`src/rtl/led_pwm_multi.sv`:
```
// ============================================================================
// led_pwm_multi
// ----------------------------------------------------------------------------
// Multi-channel LED PWM driver. All channels share one free-running period
// counter, one step divider and one triangle generator. Breathe and blink
// channels therefore stay phase-locked to each other.
//
// Each channel has a shadow (duty, mode) register that is written by the
// configuration port, and an active copy that drives the comparator. Shadows
// are copied to the active registers only at the end of a PWM period, so a
// duty change never produces a truncated or stretched pulse.
//
// Ports
//   clk          rising-edge clock
//   rst          synchronous, active-high reset
//   en           global output enable (low forces every pwm_out bit to 0)
//   cfg_we       one-cycle configuration write strobe
//   cfg_ch       channel index for the write (out-of-range indices ignored)
//   cfg_duty     duty level (static/blink) or peak level (breathe)
//   cfg_mode     00 off, 01 static, 10 breathe, 11 blink
//   step_div     breathe/blink step period minus one, in clk cycles
//   pwm_out      registered PWM outputs, bit i = channel i
//   period_start registered pulse aligned with the first pwm_out cycle of a period
//   tri_level    current shared triangle value
// ============================================================================
module led_pwm_multi #(
    parameter  int WIDTH    = 8,
    parameter  int CHANNELS = 4,
    parameter  int DIV_W    = 12,
    localparam int CH_W     = (CHANNELS > 1) ? $clog2(CHANNELS) : 1
) (
    input  logic                clk,
    input  logic                rst,
    input  logic                en,
    input  logic                cfg_we,
    input  logic [CH_W-1:0]     cfg_ch,
    input  logic [WIDTH-1:0]    cfg_duty,
    input  logic [1:0]          cfg_mode,
    input  logic [DIV_W-1:0]    step_div,
    output logic [CHANNELS-1:0] pwm_out,
    output logic                period_start,
    output logic [WIDTH-1:0]    tri_level
);

    // ------------------------------------------------------------------------
    // Constants and types
    // ------------------------------------------------------------------------
    localparam logic [WIDTH-1:0] MAX_VAL  = '1;
    localparam logic [WIDTH-1:0] ZERO_VAL = '0;
    localparam logic [WIDTH-1:0] ONE_VAL  = {{(WIDTH-1){1'b0}}, 1'b1};
    localparam logic [DIV_W-1:0] DIV_ONE  = {{(DIV_W-1){1'b0}}, 1'b1};

    typedef enum logic [1:0] {
        MODE_OFF     = 2'b00,
        MODE_STATIC  = 2'b01,
        MODE_BREATHE = 2'b10,
        MODE_BLINK   = 2'b11
    } mode_e;

    typedef enum logic {
        DIR_UP   = 1'b0,
        DIR_DOWN = 1'b1
    } dir_e;

    // ------------------------------------------------------------------------
    // Period counter: free-running, wraps MAX -> 0, ignores en.
    // ------------------------------------------------------------------------
    logic [WIDTH-1:0] r_cnt;
    logic             w_cnt_max;
    logic             w_cnt_zero;

    assign w_cnt_max  = (r_cnt == MAX_VAL);
    assign w_cnt_zero = (r_cnt == ZERO_VAL);

    always_ff @(posedge clk) begin
        if (rst) begin
            r_cnt <= ZERO_VAL;
        end else begin
            r_cnt <= r_cnt + ONE_VAL;
        end
    end

    // ------------------------------------------------------------------------
    // Step divider. A tick normally fires when the count reaches step_div.
    // If step_div is lowered below the running count, the equality is missed;
    // the all-ones term lets the counter run to its top, tick and wrap so the
    // divider always recovers without a reset.
    // ------------------------------------------------------------------------
    logic [DIV_W-1:0] r_div_cnt;
    logic             w_tick;

    assign w_tick = (r_div_cnt == step_div) || (&r_div_cnt);

    always_ff @(posedge clk) begin
        if (rst) begin
            r_div_cnt <= '0;
        end else if (w_tick) begin
            r_div_cnt <= '0;
        end else begin
            r_div_cnt <= r_div_cnt + DIV_ONE;
        end
    end

    // ------------------------------------------------------------------------
    // Triangle generator: two-process state machine on the direction.
    // The turn-around steps straight to MAX-1 / 1 so neither extreme is held
    // for two ticks, giving a full cycle of 2*MAX ticks.
    // ------------------------------------------------------------------------
    logic [WIDTH-1:0] r_tri;
    logic [WIDTH-1:0] w_tri_next;
    dir_e             r_dir;
    dir_e             w_dir_next;

    always_ff @(posedge clk) begin
        if (rst) begin
            r_tri <= ZERO_VAL;
            r_dir <= DIR_UP;
        end else begin
            r_tri <= w_tri_next;
            r_dir <= w_dir_next;
        end
    end

    always_comb begin
        w_tri_next = r_tri;
        w_dir_next = r_dir;
        if (w_tick) begin
            unique case (r_dir)
                DIR_UP: begin
                    if (r_tri == MAX_VAL) begin
                        w_dir_next = DIR_DOWN;
                        w_tri_next = MAX_VAL - ONE_VAL;
                    end else begin
                        w_tri_next = r_tri + ONE_VAL;
                    end
                end
                DIR_DOWN: begin
                    if (r_tri == ZERO_VAL) begin
                        w_dir_next = DIR_UP;
                        w_tri_next = ONE_VAL;
                    end else begin
                        w_tri_next = r_tri - ONE_VAL;
                    end
                end
                default: begin
                    w_dir_next = DIR_UP;
                    w_tri_next = ZERO_VAL;
                end
            endcase
        end
    end

    assign tri_level = r_tri;

    // ------------------------------------------------------------------------
    // Configuration decode. The index is widened by one bit so the range test
    // also works when CHANNELS is an exact power of two.
    // ------------------------------------------------------------------------
    logic w_ch_valid;
    assign w_ch_valid = ({1'b0, cfg_ch} < CHANNELS[CH_W:0]);

    // ------------------------------------------------------------------------
    // Per-channel shadow/active registers, level select and comparator.
    // ------------------------------------------------------------------------
    logic [CHANNELS-1:0] w_cmp;

    for (genvar gi = 0; gi < CHANNELS; gi++) begin : g_ch
        logic [WIDTH-1:0] r_sh_duty;
        mode_e            r_sh_mode;
        logic [WIDTH-1:0] r_ac_duty;
        mode_e            r_ac_mode;
        logic             w_sel;
        logic [WIDTH-1:0] w_level;
        logic             w_hit;

        assign w_sel = cfg_we && w_ch_valid && (cfg_ch == CH_W'(gi));

        // Non-blocking assignment makes the active copy take the pre-edge
        // shadow value, so a write landing on the MAX edge waits one period.
        always_ff @(posedge clk) begin
            if (rst) begin
                r_sh_duty <= ZERO_VAL;
                r_sh_mode <= MODE_OFF;
                r_ac_duty <= ZERO_VAL;
                r_ac_mode <= MODE_OFF;
            end else begin
                if (w_sel) begin
                    r_sh_duty <= cfg_duty;
                    r_sh_mode <= mode_e'(cfg_mode);
                end
                if (w_cnt_max) begin
                    r_ac_duty <= r_sh_duty;
                    r_ac_mode <= r_sh_mode;
                end
            end
        end

        always_comb begin
            w_level = ZERO_VAL;
            unique case (r_ac_mode)
                MODE_OFF:     w_level = ZERO_VAL;
                MODE_STATIC:  w_level = r_ac_duty;
                MODE_BREATHE: w_level = (r_tri < r_ac_duty) ? r_tri : r_ac_duty;
                MODE_BLINK:   w_level = (r_dir == DIR_UP) ? r_ac_duty : ZERO_VAL;
                default:      w_level = ZERO_VAL;
            endcase
        end

        // MAX is forced high: "level > counter" alone would drop the output
        // for the single cycle where the counter itself is MAX.
        always_comb begin
            w_hit = 1'b0;
            if (w_level == ZERO_VAL) begin
                w_hit = 1'b0;
            end else if (w_level == MAX_VAL) begin
                w_hit = 1'b1;
            end else begin
                w_hit = (w_level > r_cnt);
            end
        end

        assign w_cmp[gi] = w_hit;
    end

    // ------------------------------------------------------------------------
    // Output registers. Both are computed from the same counter value, so the
    // period_start pulse lines up with the pwm_out cycle for counter 0.
    // ------------------------------------------------------------------------
    logic [CHANNELS-1:0] r_pwm;
    logic                r_period_start;

    always_ff @(posedge clk) begin
        if (rst) begin
            r_pwm          <= '0;
            r_period_start <= 1'b0;
        end else begin
            r_pwm          <= en ? w_cmp : '0;
            r_period_start <= w_cnt_zero;
        end
    end

    assign pwm_out      = r_pwm;
    assign period_start = r_period_start;

endmodule

```
`config.mk`:
```
export PLATFORM = sky130hd
export DESIGN_NAME = led_pwm_multi
export DESIGN_NICKNAME = d
export VERILOG_FILES = /design/src/rtl/led_pwm_multi.sv
export SDC_FILE = /design/constraint.sdc
export NUM_CORES = 1
export LEC_CHECK = 0
export CORE_ASPECT_RATIO = 0.6
export CORE_MARGIN = 5
export CORE_UTILIZATION = 28
export DETAILED_ROUTE_END_ITERATION = 16
export PLACE_DENSITY_LB_ADDON = 0.2
export SETUP_SLACK_MARGIN = 0.4
export SYNTH_ARGS = -nofsm -noshare
export SYNTH_HDL_FRONTEND = slang
export SYNTH_SLANG_ARGS = --single-unit
```
`constraint.sdc`:
```
create_clock -name clk -period 4.8 [get_ports clk]
set_clock_uncertainty 0.15 [all_clocks]
set_input_delay 0.96 -clock clk [delete_from_list [all_inputs] [get_ports clk]]
set_output_delay 0.96 -clock clk [all_outputs]
set_load 0.01 [all_outputs]
```
Word level (Yosys, flattened, before mapping) --
Cells that the tools add are included.
Word-level totals: logic and storage cells 105, input bits 28, register bits 114, output and inout port bits 13
Cells by class: $lt $le $gt $ge 8, add/subtract/negate cells 4, reductions and logical operators 22, muxes and demuxes 22, bitwise operators 2, equality and inequality tests 22
Operators by type and width (number):
- one-hot mux 8 bit (4 select lines) | 4
- 2-to-1 mux 8 bit | 10
- equality test 8 bit (second input constant) | 6
- zero test 8 bit | 6
- greater-than comparator 8 bit | 4
- < comparator 8 bit | 4
- equality test 2 bit (second input constant) | 10
- adder 8 x 1 -> 8 bit (second input constant) | 2
- one-hot mux 8 bit (2 select lines) | 1
- adder 12 x 1 -> 12 bit (second input constant) | 1
- equality test 12 bit | 1
- AND reduction 12 bit | 1
- OR reduction 3 bit | 4
- equality test 2 x 1 -> 1 bit (second input constant) | 5
- zero test 2 bit | 5
- subtractor 8 x 1 -> 8 bit (second input constant) | 1
- 2-to-1 mux 1 bit | 6
- logical AND 1 bit | 4
- NOT 1 bit | 2
- one-hot mux 1 bit (2 select lines) | 1
- OR reduction 2 bit | 1
- logical OR 1 bit | 1

Logic depth before layout (Yosys ltp) --
word-level depth 5, depth in mapped cells 18, mapped depth without buffers 16

Least setup slack after synthesis --
Ideal clock, no wire load.
kind flip-flop to flip-flop, start point register r_tri[5], in the netlist tri_level[5], end point register r_pwm[3], in the netlist pwm_out[3], setup time 128 ps, stages on the path, launching flop included 17, arrival 3198 ps, data required time 4522 ps, setup slack 1324 ps, buffers on the path 2, period minus slack after synthesis 3476 ps, cell sequence dfxtp_1 ha_1 a21o_1 a21o_1 a211oi_1 o21a_1 clkbuf_1 and2_1 clkbuf_1 a22o_1 ha_1 a21o_1 a21o_1 o21ai_0 a21oi_1 a31oi_1 a211oi_1
Between the ends: cells in the longest elaborated chain, start to end 5, elaborated cells on any way between the ends 8, classes of those cells 2 x order compare; 1 x eq/ne; 3 x mux; 2 x reduce/logical
RTL lines:
- start, declared | line 109 | logic [WIDTH-1:0] r_tri;
- start signal, assigned | line 119 | r_tri <= w_tri_next;
- < comparator 8 bit | line 203 | MODE_BREATHE: w_level = (r_tri < r_ac_duty) ? r_tri : r_ac_duty;
- 2-to-1 mux 8 bit * | line 203
- one-hot mux 8 bit (4 select lines) * | line 200 | unique case (r_ac_mode)
- greater-than comparator 8 bit (tied with other cells) | line 218 | w_hit = (w_level > r_cnt);
- 2-to-1 mux 1 bit / OR reduction 3 bit (equally long branches)
- end signal, assigned | line 237 | r_pwm <= en ? w_cmp : '0;
- end, declared | line 229 | logic [CHANNELS-1:0] r_pwm;
Every way passes the cells marked *; elsewhere a longest branch is shown, timed or not. A chain may end at the register's enable or synchronous reset.

Final worst setup path --
start point register r_tri[5], in the netlist tri_level[5], end point register r_pwm[2], in the netlist pwm_out[2]
Same word-level chain as after synthesis.

==> flow_summary_export.csv <==
group,metric,value,unit
status,status,"completed",
synth,post-synth-top-count-cell,"nand2_1",
die,initial_utilization,28.4,%
pwr,power,2.49,mW
route,drc,0,
cts,clk_latency,0.42,ns
pwr,share_seq_of_total_power,39.2,%
global_route,grt_pass1_wl,32.6,mm
sta,layout_setup_ws,0.844,ns
finish,drive_gt1_share,6.39,%
synth,ys_async_sr_fraction,0,%
global_route,grt_max_degree,80,
setup_path,crit_path_start_kind,"flip-flop",
cts,htree_num_levels,4,
place,pre_cts_slack,0.975,ns
sta,setup_violations,0,
finish,final_area,0.00825,mm^2
route,ant_nets,0,
route,vias,6294,
cts,cts-root-buf,"clkbuf_16",
finish,diodes,0,
synth,yosysWarnings,0,
cts,clk_pin_slew,0.06,ns
setup_path,path_max_fanout,10,
route,wl,20.4,mm
route,first_iter_violations,414,
finish,fillers,2607,
place,place_inst,1213,
die,dieArea,0.0279,mm^2
synth,postSynthAreaPerCell,7.78,um^2
pwr,power.leakage,3.01,nW
place,placed_area,0.00762,mm^2
setup_path,worst-r2r-setup-slack,0.84,ns
cts,hold_buffers,0,
cts,cts_buffers,17,
hold_path,hp-start,"g_ch[1].r_sh_duty[7]",
die,rows,44,
sta,hold_viol,0,
setup_path,criticalPathCategory,"flip-flop to flip-flop",
sta,tns,0,ns
run,maxCapViolCount,0,
sta,max-slew-margin-rel,31.4,%
setup_path,required,4.96,ns
synth,ys_top_cells_by_area,"dfxtp_1 33%, ha_1 12%, nand2_1 9.1%, a21oi_1 6.2%, mux2i_1 4.2%",
finish,seq_area,0.00228,mm^2
die,die_w,213,um
cts,cts_sinks,114,
synth,netlist-cell-type-count,59,
cts,cts_tree,"done",
place,port-buffer-count,40,
synth,synth_common_cells,"167 x nand2_1, 114 x dfxtp_1, 85 x a21oi_1",
synth,synth_area,0.00689,mm^2
setup_path,r2r_start,"tri_level[5]",
synth,synth_top_cell_by_area,"dfxtp_1",
finish,multi_input_area,0.00425,mm^2
cts,clk_path_buf_depth,2,
pwr,pwr-share-comb,5.5,%
route,drt-wirelength-per-cell,16.4,um
sta,finalCritPeriodShare,82.4,%
die,ios,41,
sta,drv_slew,0,
synth,synthFlopType,"dfxtp_1",
synth,synth_edf_count,0,
pwr,internal_power,1.91,mW
global_route,grt_pass1_vias,6003,
setup_path,arrival,4.11,ns
cts,post_cts_buffers,0,
pwr,power_density,302,mW/mm^2
pwr,pwr-share-clk,55.3,%
global_route,antenna_found_initial,0,
route,drtPass1Iterations,5,
sta,fmax,253,MHz
setup_path,critPathCaptureType,"flip-flop",
synth,synth_fp_nets,978,
pwr,p_sw,575,uW
hold_path,hp-class,"flip-flop to flip-flop",
sta,rsz0062_at_grt,"false",
synth,synthCells,885,
sta,finalCriticalPeriod,3.96,ns
finish,layout.nets,1003,
sta,tightest_slew,1.03,ns
global_route,grt_overflow,0,
global_route,gr-usage-all-layers,14.7,%
place,place.gp.congestion,0.827,
synth,synth.top_cell.area_share,33.1,%
place,dp_hpwl,15.3,mm
die,die_height,132,um
die,core-area,0.0242,mm^2
pwr,swShare,23.1,%
cts,post_cts_resized,0,
route,viasPerCell,5.06,
finish,synthToLayoutAreaGrowth,19.7,%
synth,synth-seq-area-share,33.1,%
pwr,vdd_ir_drop_max,0.000218,V
finish,fin_cells,1245,
setup_path,critPathLaunch,"tri_level[5]",
synth,synth-seq-cells,114,
final cells by class:
type | instances | area share (%)
clock buffer | 20 | 5.42
clock inverter | 12 | 2.18
inverter | 50 | 2.28
multi-input combinational | 673 | 51.5
sequential | 114 | 27.7
tap | 322 | 4.88
timing repair buffer | 54 | 6.10
worst paths after layout:
kind / end / cells after the start
max: pwm_out[2] / 15
max reg2reg: pwm_out[2] / 15
min: g_ch[1].r_ac_duty[7] / 2
min reg2reg: g_ch[1].r_ac_duty[7] / 2
layout by cell type, fill, tap and decap left out, types with 6 or more instances in the layout:
| cell type | count |
|---|---|
| nand2_1 | 167 |
| dfxtp_1 | 114 |
| a21oi_1 | 85 |
| nor2_1 | 65 |
| ha_1 | 65 |
| inv_1 | 50 |
| clkdlybuf4s50_1 | 39 |
| mux2i_1 | 29 |
| o21ai_0 | 27 |
| xnor2_1 | 22 |
| nand3_1 | 20 |
| clkbuf_16 | 17 |
| nand4_1 | 15 |
| buf_4 | 15 |
| o21a_1 | 13 |
| nor3_1 | 13 |
| nand2b_1 | 12 |
| a21o_1 | 11 |
| a22o_1 | 11 |
| and3_1 | 11 |
| a211oi_1 | 10 |
| nor2b_1 | 8 |
| a22oi_1 | 7 |
| a31oi_1 | 6 |
| or3_1 | 6 |
| nor4_1 | 6 |
through the flow:
step	utilization [%]	hold WS (ns)
after floorplan	-	0.281
after global placement	31.5	0.294
after detailed placement	31.5	0.294
after CTS	34.0	0.305
after global routing	34.0	0.328
final	34.0	0.303
flip-flops by register name, summed over array words and instances, names as in the netlist:
name	count
pwm_out	4
g_ch.r_sh_mode	8
r_cnt	8
tri_level	8
g_ch.r_ac_mode	8
r_div_cnt	12
r_dir	1
g_ch.r_sh_duty	32
g_ch.r_ac_duty	32
period_start	1
power groups by stage:
stage	clock network, mW	logic, mW	registers, mW
2_1_floorplan	0	0.0825	0.993
3_3_place_gp	0	0.137	0.996
3_5_place_dp	0	0.137	0.996
4_1_cts	1.40	0.138	0.975
5_1_grt	1.45	0.153	0.977
6_report	1.37	0.138	0.975
metal layers:
layer,routed length (um),up-vias,global-route usage (%)
li1,-,3156,-
met1,10900,2998,22.4
met2,8240,124,20.7
met3,1160,16,3.76
met4,152,0,3.20
met5,0,-,0
logic make-up after synthesis:
group                    count (synthesis)  synth area share (%)
multiplexers                            29                  4.21
AO/OA/AOI/OAI                          212                  19.9
flip-flops                             114                  33.1
AND/OR/NAND/NOR                        341                  22.3
XOR/XNOR                                26                  3.31
buffers and inverters                   98                  5.39
adder cells (fa/ha/maj)                 65                  11.8
critical path: stages (launching register included):
cell,delay [ns]
dfxtp_1,0.60
buf_4,0.25
ha_1,0.16
a21oi_1,0.07
o21ai_0,0.55
a21oi_1,0.08
o21ai_1,0.55
a22o_1,0.25
ha_1,0.23
nor2b_1,0.14
o21a_1,0.16
o21ai_0,0.14
a21oi_1,0.09
o22ai_1,0.20
o41ai_2,0.10
o311a_1,0.13
No activity file was read; power rests on OpenSTA's default activity.
